## src/rtl/seq_mul.sv

```systemverilog
// Iterative radix-2 Booth multiplier: one Booth step per clock, full 2*WIDTH-bit product,
// runtime signed/unsigned mode, start/ready/busy/out_valid handshake.
module seq_mul #(
    parameter int WIDTH = 6,
    parameter int CNT_W = $clog2(WIDTH+2)
) (
    input  logic                 clk,
    input  logic                 rst_n,
    input  logic                 start,
    input  logic                 sel,
    input  logic [WIDTH-1:0]     a,
    input  logic [WIDTH-1:0]     b,
    output logic                 ready,
    output logic                 busy,
    output logic                 out_valid,
    output logic [2*WIDTH-1:0]   out
);

    typedef enum logic [1:0] {S_IDLE, S_RUN, S_DONE} state_t;

    state_t               r_state, w_state_nxt;
    logic [WIDTH+1:0]     r_acc;
    logic [WIDTH:0]       r_q;
    logic                 r_q_m1;
    logic [WIDTH+1:0]     r_m;
    logic [CNT_W-1:0]     r_cnt;
    logic                 r_out_valid;
    logic [2*WIDTH-1:0]   r_out;

    logic                 w_load;
    logic                 w_last;
    logic                 w_a_sgn;
    logic                 w_b_sgn;
    logic [WIDTH+1:0]     w_sum;
    logic [WIDTH+1:0]     w_acc_nxt;
    logic [WIDTH:0]       w_q_nxt;

    assign ready   = (r_state == S_IDLE) || (r_state == S_DONE);
    assign busy    = (r_state == S_RUN);
    assign w_load  = ready && start;
    assign w_last  = (r_state == S_RUN) && (r_cnt == CNT_W'(WIDTH));
    // Zero-extension turns unsigned operands into non-negative signed ones,
    // so the same signed Booth recurrence covers both modes.
    assign w_a_sgn = sel && a[WIDTH-1];
    assign w_b_sgn = sel && b[WIDTH-1];

    always_comb begin
        w_sum = r_acc;
        case ({r_q[0], r_q_m1})
            2'b01:   w_sum = r_acc + r_m;
            2'b10:   w_sum = r_acc - r_m;
            default: w_sum = r_acc;
        endcase
    end

    assign w_acc_nxt = {w_sum[WIDTH+1], w_sum[WIDTH+1:1]};
    assign w_q_nxt   = {w_sum[0], r_q[WIDTH:1]};

    always_ff @(posedge clk or negedge rst_n) begin
        if (!rst_n) r_state <= S_IDLE;
        else        r_state <= w_state_nxt;
    end

    always_comb begin
        w_state_nxt = r_state;
        case (r_state)
            S_IDLE:  if (start) w_state_nxt = S_RUN;
            S_RUN:   if (w_last) w_state_nxt = S_DONE;
            S_DONE:  w_state_nxt = start ? S_RUN : S_IDLE;
            default: w_state_nxt = S_IDLE;
        endcase
    end

    always_ff @(posedge clk or negedge rst_n) begin
        if (!rst_n) begin
            r_acc       <= '0;
            r_q         <= '0;
            r_q_m1      <= 1'b0;
            r_m         <= '0;
            r_cnt       <= '0;
            r_out_valid <= 1'b0;
            r_out       <= '0;
        end else begin
            r_out_valid <= w_last;
            if (w_load) begin
                r_acc  <= '0;
                r_q    <= {w_b_sgn, b};
                r_q_m1 <= 1'b0;
                r_m    <= {{2{w_a_sgn}}, a};
                r_cnt  <= '0;
            end else if (r_state == S_RUN) begin
                r_acc  <= w_acc_nxt;
                r_q    <= w_q_nxt;
                r_q_m1 <= r_q[0];
                r_cnt  <= r_cnt + CNT_W'(1);
            end
            // Product is the low 2*WIDTH bits of {A,Q} after the final shift.
            if (w_last) r_out <= {w_acc_nxt[WIDTH-2:0], w_q_nxt};
        end
    end

    assign out_valid = r_out_valid;
    assign out       = r_out;

endmodule
```

## config.mk

```make
export PLATFORM = sky130hd
export DESIGN_NAME = seq_mul
export DESIGN_NICKNAME = d
export VERILOG_FILES = /design/src/rtl/seq_mul.sv
export SDC_FILE = /design/constraint.sdc
export NUM_CORES = 1
export LEC_CHECK = 0
export CORE_MARGIN = 3
export CORE_UTILIZATION = 48
export DETAILED_ROUTE_END_ITERATION = 8
export MAX_ROUTING_LAYER = met4
export PLACE_DENSITY = 0.74
export SYNTH_ARGS = -nofsm -noshare
export SYNTH_HDL_FRONTEND = slang
export SYNTH_SLANG_ARGS = --single-unit
export TNS_END_PERCENT = 5
```

## constraint.sdc

```tcl
create_clock -name clk -period 2.3 [get_ports clk]
set_input_delay 0.23 -clock clk [delete_from_list [all_inputs] [get_ports clk]]
set_output_delay 0.23 -clock clk [all_outputs]
set_load 0.02 [all_outputs]
```

* After elaboration in Yosys (flattened, before gate mapping)
Index checks and enable logic that the tools add are counted.
Word-level totals: register bits 41, latch bits 0, bits in writable memories 0, ROM bits 0, input bits 16, output and inout bits 15, word-level logic and storage cells 39, memories 0
Cells by class: add/sub/neg operators 3, multiply operators 0, div/mod/pow operators 0, order comparisons 0, eq/ne operators 7, shifts and indexed selects 0, multiplexer cells 13, bitwise gates (word level) 0, reductions and logical operators 8
Operator list (count):
- two-way mux 8 bit | 2
- case mux 8 bit (2 select lines) | 1
- two-way mux 7 bit | 2
- adder 8 bit | 1
- subtractor 8 bit | 1
- two-way mux 3 bit | 2
- case mux 2 bit (3 select lines) | 1
- equality test 2 x 1 -> 1 bit (second input constant) | 2
- equality test 2 bit (second input constant) | 2
- logical AND 1 bit | 4
- two-way mux 2 bit | 2
- adder 3 x 1 -> 3 bit (second input constant) | 1
- equality test 3 bit (second input constant) | 1
- two-way mux 1 bit | 3
- zero test 2 bit | 1
- inequality test 2 x 1 -> 1 bit (second input constant) | 1
- inequality test 2 bit (second input constant) | 1
- AND reduction 2 bit | 1
- nonzero test 2 bit | 1
- logical OR 1 bit | 1

* Longest topological paths before layout
word-level depth 4, gate-level depth with buffers 12, depth with buffers taken out 11

* Least setup slack after synthesis
Ideal clock, no wire load.
path kind register -> register, from register r_q_m1, to register r_out[11], in the netlist out[11], setup time 0.077 ns, arrival 2.482 ns, data required time 2.223 ns, setup slack -0.258 ns, stages on the path, launching flop included 13, buffers on the path 1, clock period less this slack 2.558 ns, cells stage by stage dfrtp_1 > inv_1 > ha_1 > clkbuf_1 > mux2_2 > inv_1 > ha_1 > nor2b_4 > o31a_1 > o21a_1 > o21a_1 > o31a_1 > o21ai_1
On the way: word-level cells in the longest chain between the ends 2, elaborated cells on any way between the ends 3, classes of those cells eq/ne: 2; mux: 1
RTL lines:
- from (decl) | RTL line 24 | logic r_q_m1;
- from (signal assigned) | RTL line 94 | r_q_m1 <= r_q[0];
- equality test 2 bit / equality test 2 x 1 -> 1 bit (equally long branches) | RTL line 49 | case ({r_q[0], r_q_m1})
- case mux 8 bit (2 select lines) * | RTL line 49
- to (signal assigned) | RTL line 98 | if (w_last) r_out <= {w_acc_nxt[WIDTH-2:0], w_q_nxt};
- to (decl) | RTL line 28 | logic [2*WIDTH-1:0] r_out;
Mark *: on every way between the ends. The rest lies on a longest branch, timed or not. A chain may end at the register's enable or synchronous reset.

* Final worst setup path
from register r_m[1], to register r_acc[4]
On the way: word-level cells in the longest chain between the ends 4, elaborated cells on any way between the ends 5, classes of those cells add/sub: 2; mux: 3
RTL lines:
- from (decl) | RTL line 25 | logic [WIDTH+1:0] r_m;
- from (signal assigned) | RTL line 89 | r_m <= {{2{w_a_sgn}}, a};
- subtractor 8 bit / adder 8 bit (equally long branches) | RTL line 51, 50
- case mux 8 bit (2 select lines) * | RTL line 49
- two-way mux 8 bit * | RTL line 91 | end else if (r_state == S_RUN) begin
- two-way mux 8 bit * | RTL line 85 | if (w_load) begin
- to (signal assigned) | RTL line 92 | r_acc <= w_acc_nxt;
- to (decl) | RTL line 22 | logic [WIDTH+1:0] r_acc;
Mark *: on every way between the ends. The rest lies on a longest branch, timed or not. The select of a mux whose other input is x is not followed.

==> qor.csv <==
metric;value;unit
cts_buffers;5;
drv_cap;0;
status;complete, but fails checks;
synth_most_common_cell;nand2_1;
cts_tree;done;
drt.antenna.violating_nets;0;
dp_hpwl;3088;um
fin_ws;-0.1842;ns
dp.cells;300;
power_density;1820;nW/um2
drtIter0Drc;84;
synthFlopType;dfrtp_1;
cp-startpoint;r_m[1]$_DFFE_PN0P_;
p_leak;1.194;nW
synth_common_cells;nand2_1 (42), dfrtp_1 (40), o21ai_0 (18);
synth.top_cell.area_share;48.93;%
core;4058;um2
setup_viol;4;
finClkSkew;0.007276;ns
drt_pass1_iterations;4;
yosysSeqAreaShare;48.93;%
syn-cell-area;2046;um2
syn_inst;215;
crit_path_start_kind;register;
final_cells;310;
layout-drive-gt1-share;16.54;%
tightestPinTransition;0.8509;ns
cts.hold.buffers_added;0;
synth_top_cell_by_area;dfrtp_1;
finalCritPeriodShare;108.0;%
ios;31;
fin_total_pwr;4.761;mW
die_area;5082;um2
slew_viol_final;0;
crit_type;reg2reg;
portBuffers;30;
grt_use_met1;23.83;%
avgRoutedWirePerCell;13.48;um
cts.sinks;40;
synth-seq-cells;40;
slew_headroom;43.27;%
timing.fmax;402.5;MHz
htree_levels;2;
drc;0;
violations;negative setup slack;
hp-class;in2async;
top_usage_layer;met2;
insertedDiodeCount;0;
synth.top_cells.by_area;dfrtp_1 (49%), nand2_1 (7.7%), ha_1 (6.7%), o21ai_0 (4.4%), mux2_2 (4.4%);
antenna_found_initial;0;
clock_path_buffers;2;
grt_usage;19.05;%
first_global_vias;1614;
yosys_warnings;0;
row_count;23;
avgSynthCellArea;9.515;um2
die_y;71.29;um
num-nets-final;287;
clk_pin_slew;0.08;ns
crit_path_end_kind;register;
arrival;2.70;ns
clock_latency;0.29;ns
grt_util_met3;4.909;%
critical_path_required;2.52;ns
rsz0062_at_grt;true;
r2r-start;r_m[1]$_DFFE_PN0P_;
grt_max_degree;41;
hold_viol_final;0;
fp.dieW;71.29;um
num_vias;1630;
async_reset_ff_share;100.0;%
wl;4180;um
via_per_inst;5.258;
cp_max_fo;3;
grt_overflow;0;
synth_cell_type_count;30;
start_util;50.42;%
synth_edf_count;0;
area_growth;27.89;%
cts-root-buf;clkbuf_8;
gr-usage-met2;29.80;%
grt_pass1_wl;7383;um
synth_fp_nets;243;
min_period;2.484;ns
vdd_drop_max;920.4;uV
gp_congestion;0.8123;
[per-stage QoR]
| step | hold WS, ns | area [um2] | setup slack, ns | util (%) | setup TNS (ns) |
|---|---|---|---|---|---|
| after floorplan | -0.06559 | 2062 | -0.1020 | - | -0.3068 |
| after global placement | 0.3957 | 2479 | -0.1112 | 61.09 | -0.3765 |
| after detailed placement | 0.4003 | 2479 | -0.1945 | 61.09 | -0.6390 |
| after CTS | 0.07470 | 2594 | -0.1391 | 63.92 | -0.4638 |
| after global routing | 0.1143 | 2616 | -0.2560 | 64.48 | -1.249 |
| final | 0.03890 | 2616 | -0.1842 | 64.48 | -0.6028 |
[final cells by class]
class                   count  area [um2]
clock buffers               8       90.09
fillers                   357        1441
inverters                  13       48.80
multi-input cells         153       998.5
flip-flops and latches     40        1001
well taps                  50       62.56
repair buffers             46       415.4
[path summary, 6_finish.rpt]
check                           cells past startpoint  slack [ns]                    to
worst max-delay path                               11       -0.18  r_acc[4]$_DFFE_PN0P_
worst min-delay path                                1        0.04   out_valid$_DFF_PN0_
worst max register to register                     11       -0.18  r_acc[4]$_DFFE_PN0P_
worst min register to register                      2        0.48    out[9]$_DFFE_PN0P_
max in group asynchronous                           1        1.72  r_acc[5]$_DFFE_PN0P_
min in group clk                                    3        0.46    r_m[4]$_DFFE_PN0P_
[where the power goes]
part | total [mW] | switching, mW | internal [mW]
sequential | 1.29 | 0.252 | 1.04
combinational | 2.99 | 1.53 | 1.46
clock | 0.477 | 0.233 | 0.245
total | 4.76 | 2.01 | 2.75
[placed cells by master, fill, tap and decap left out, types with 2 or more instances in the layout]
cell and n:
xnor2_1 5, inv_1 8, a31oi_1 4, nor3_1 4, xor2_1 2, nand2_1 42
o21ai_0 16, a211oi_1 3, ha_4 2, clkbuf_1 2, clkdlybuf4s50_1 29, a22oi_1 4
mux2_2 7, o21a_1 6, nor2b_1 2, ha_1 8, inv_2 5, buf_4 16
clkbuf_8 6, o21ai_1 5, nand3_1 7, dfrtp_1 40, o31a_1 4, nor2_1 12
a21oi_1 8
[sequential cells by signal, summed over array words and instances, names as in the netlist]
name / count
out: 12
r_q: 7
r_m: 7
r_acc: 7
r_q_m1: 1
r_cnt: 3
out_valid: 1
r_state: 2
[worst max-delay path, cell delays in order (launching register included)]
cell     delay, ns
dfrtp_1       0.42
inv_2         0.09
ha_4          0.19
mux2_4        0.28
inv_2         0.07
ha_4          0.18
nor2b_4       0.13
o31a_1        0.28
o21a_1        0.21
o21a_1        0.17
o31a_1        0.25
o21ai_1       0.12
[logic make-up (layout without fill, tap and decap cells)]
kind of cell / count (synthesis) / count (layout) / share of synthesized area [%]
multiplexers: 8 / 8 / 4.404
AND/OR/NAND/NOR: 72 / 72 / 15.05
adder cells (fa/ha/maj): 12 / 12 / 7.706
buffers and inverters: 22 / 67 / 4.159
XOR/XNOR: 7 / 7 / 2.997
flip-flops: 40 / 40 / 48.93
AO/OA/AOI/OAI: 54 / 54 / 16.76
[routing by layer]
| metal | routed length [um] | share of wire, % | vias to the layer above |
|---|---|---|---|
| li1 | - | - | 828 |
| met1 | 1897 | 45 | 761 |
| met2 | 2024 | 48 | 30 |
| met3 | 164 | 3.9 | 11 |
| met4 | 93 | 2.2 | 0 |
| met5 | 0 | 0 | - |
[what timing repair did]
item | CTS | global route
pin swaps | 1 | 0
gates resized for setup | 5 | 4
setup endpoints to repair | 6 | 8
gates cloned | 0 | 0
setup buffers | 0 | 2
Note: power is estimated with default switching activity, not from simulation.
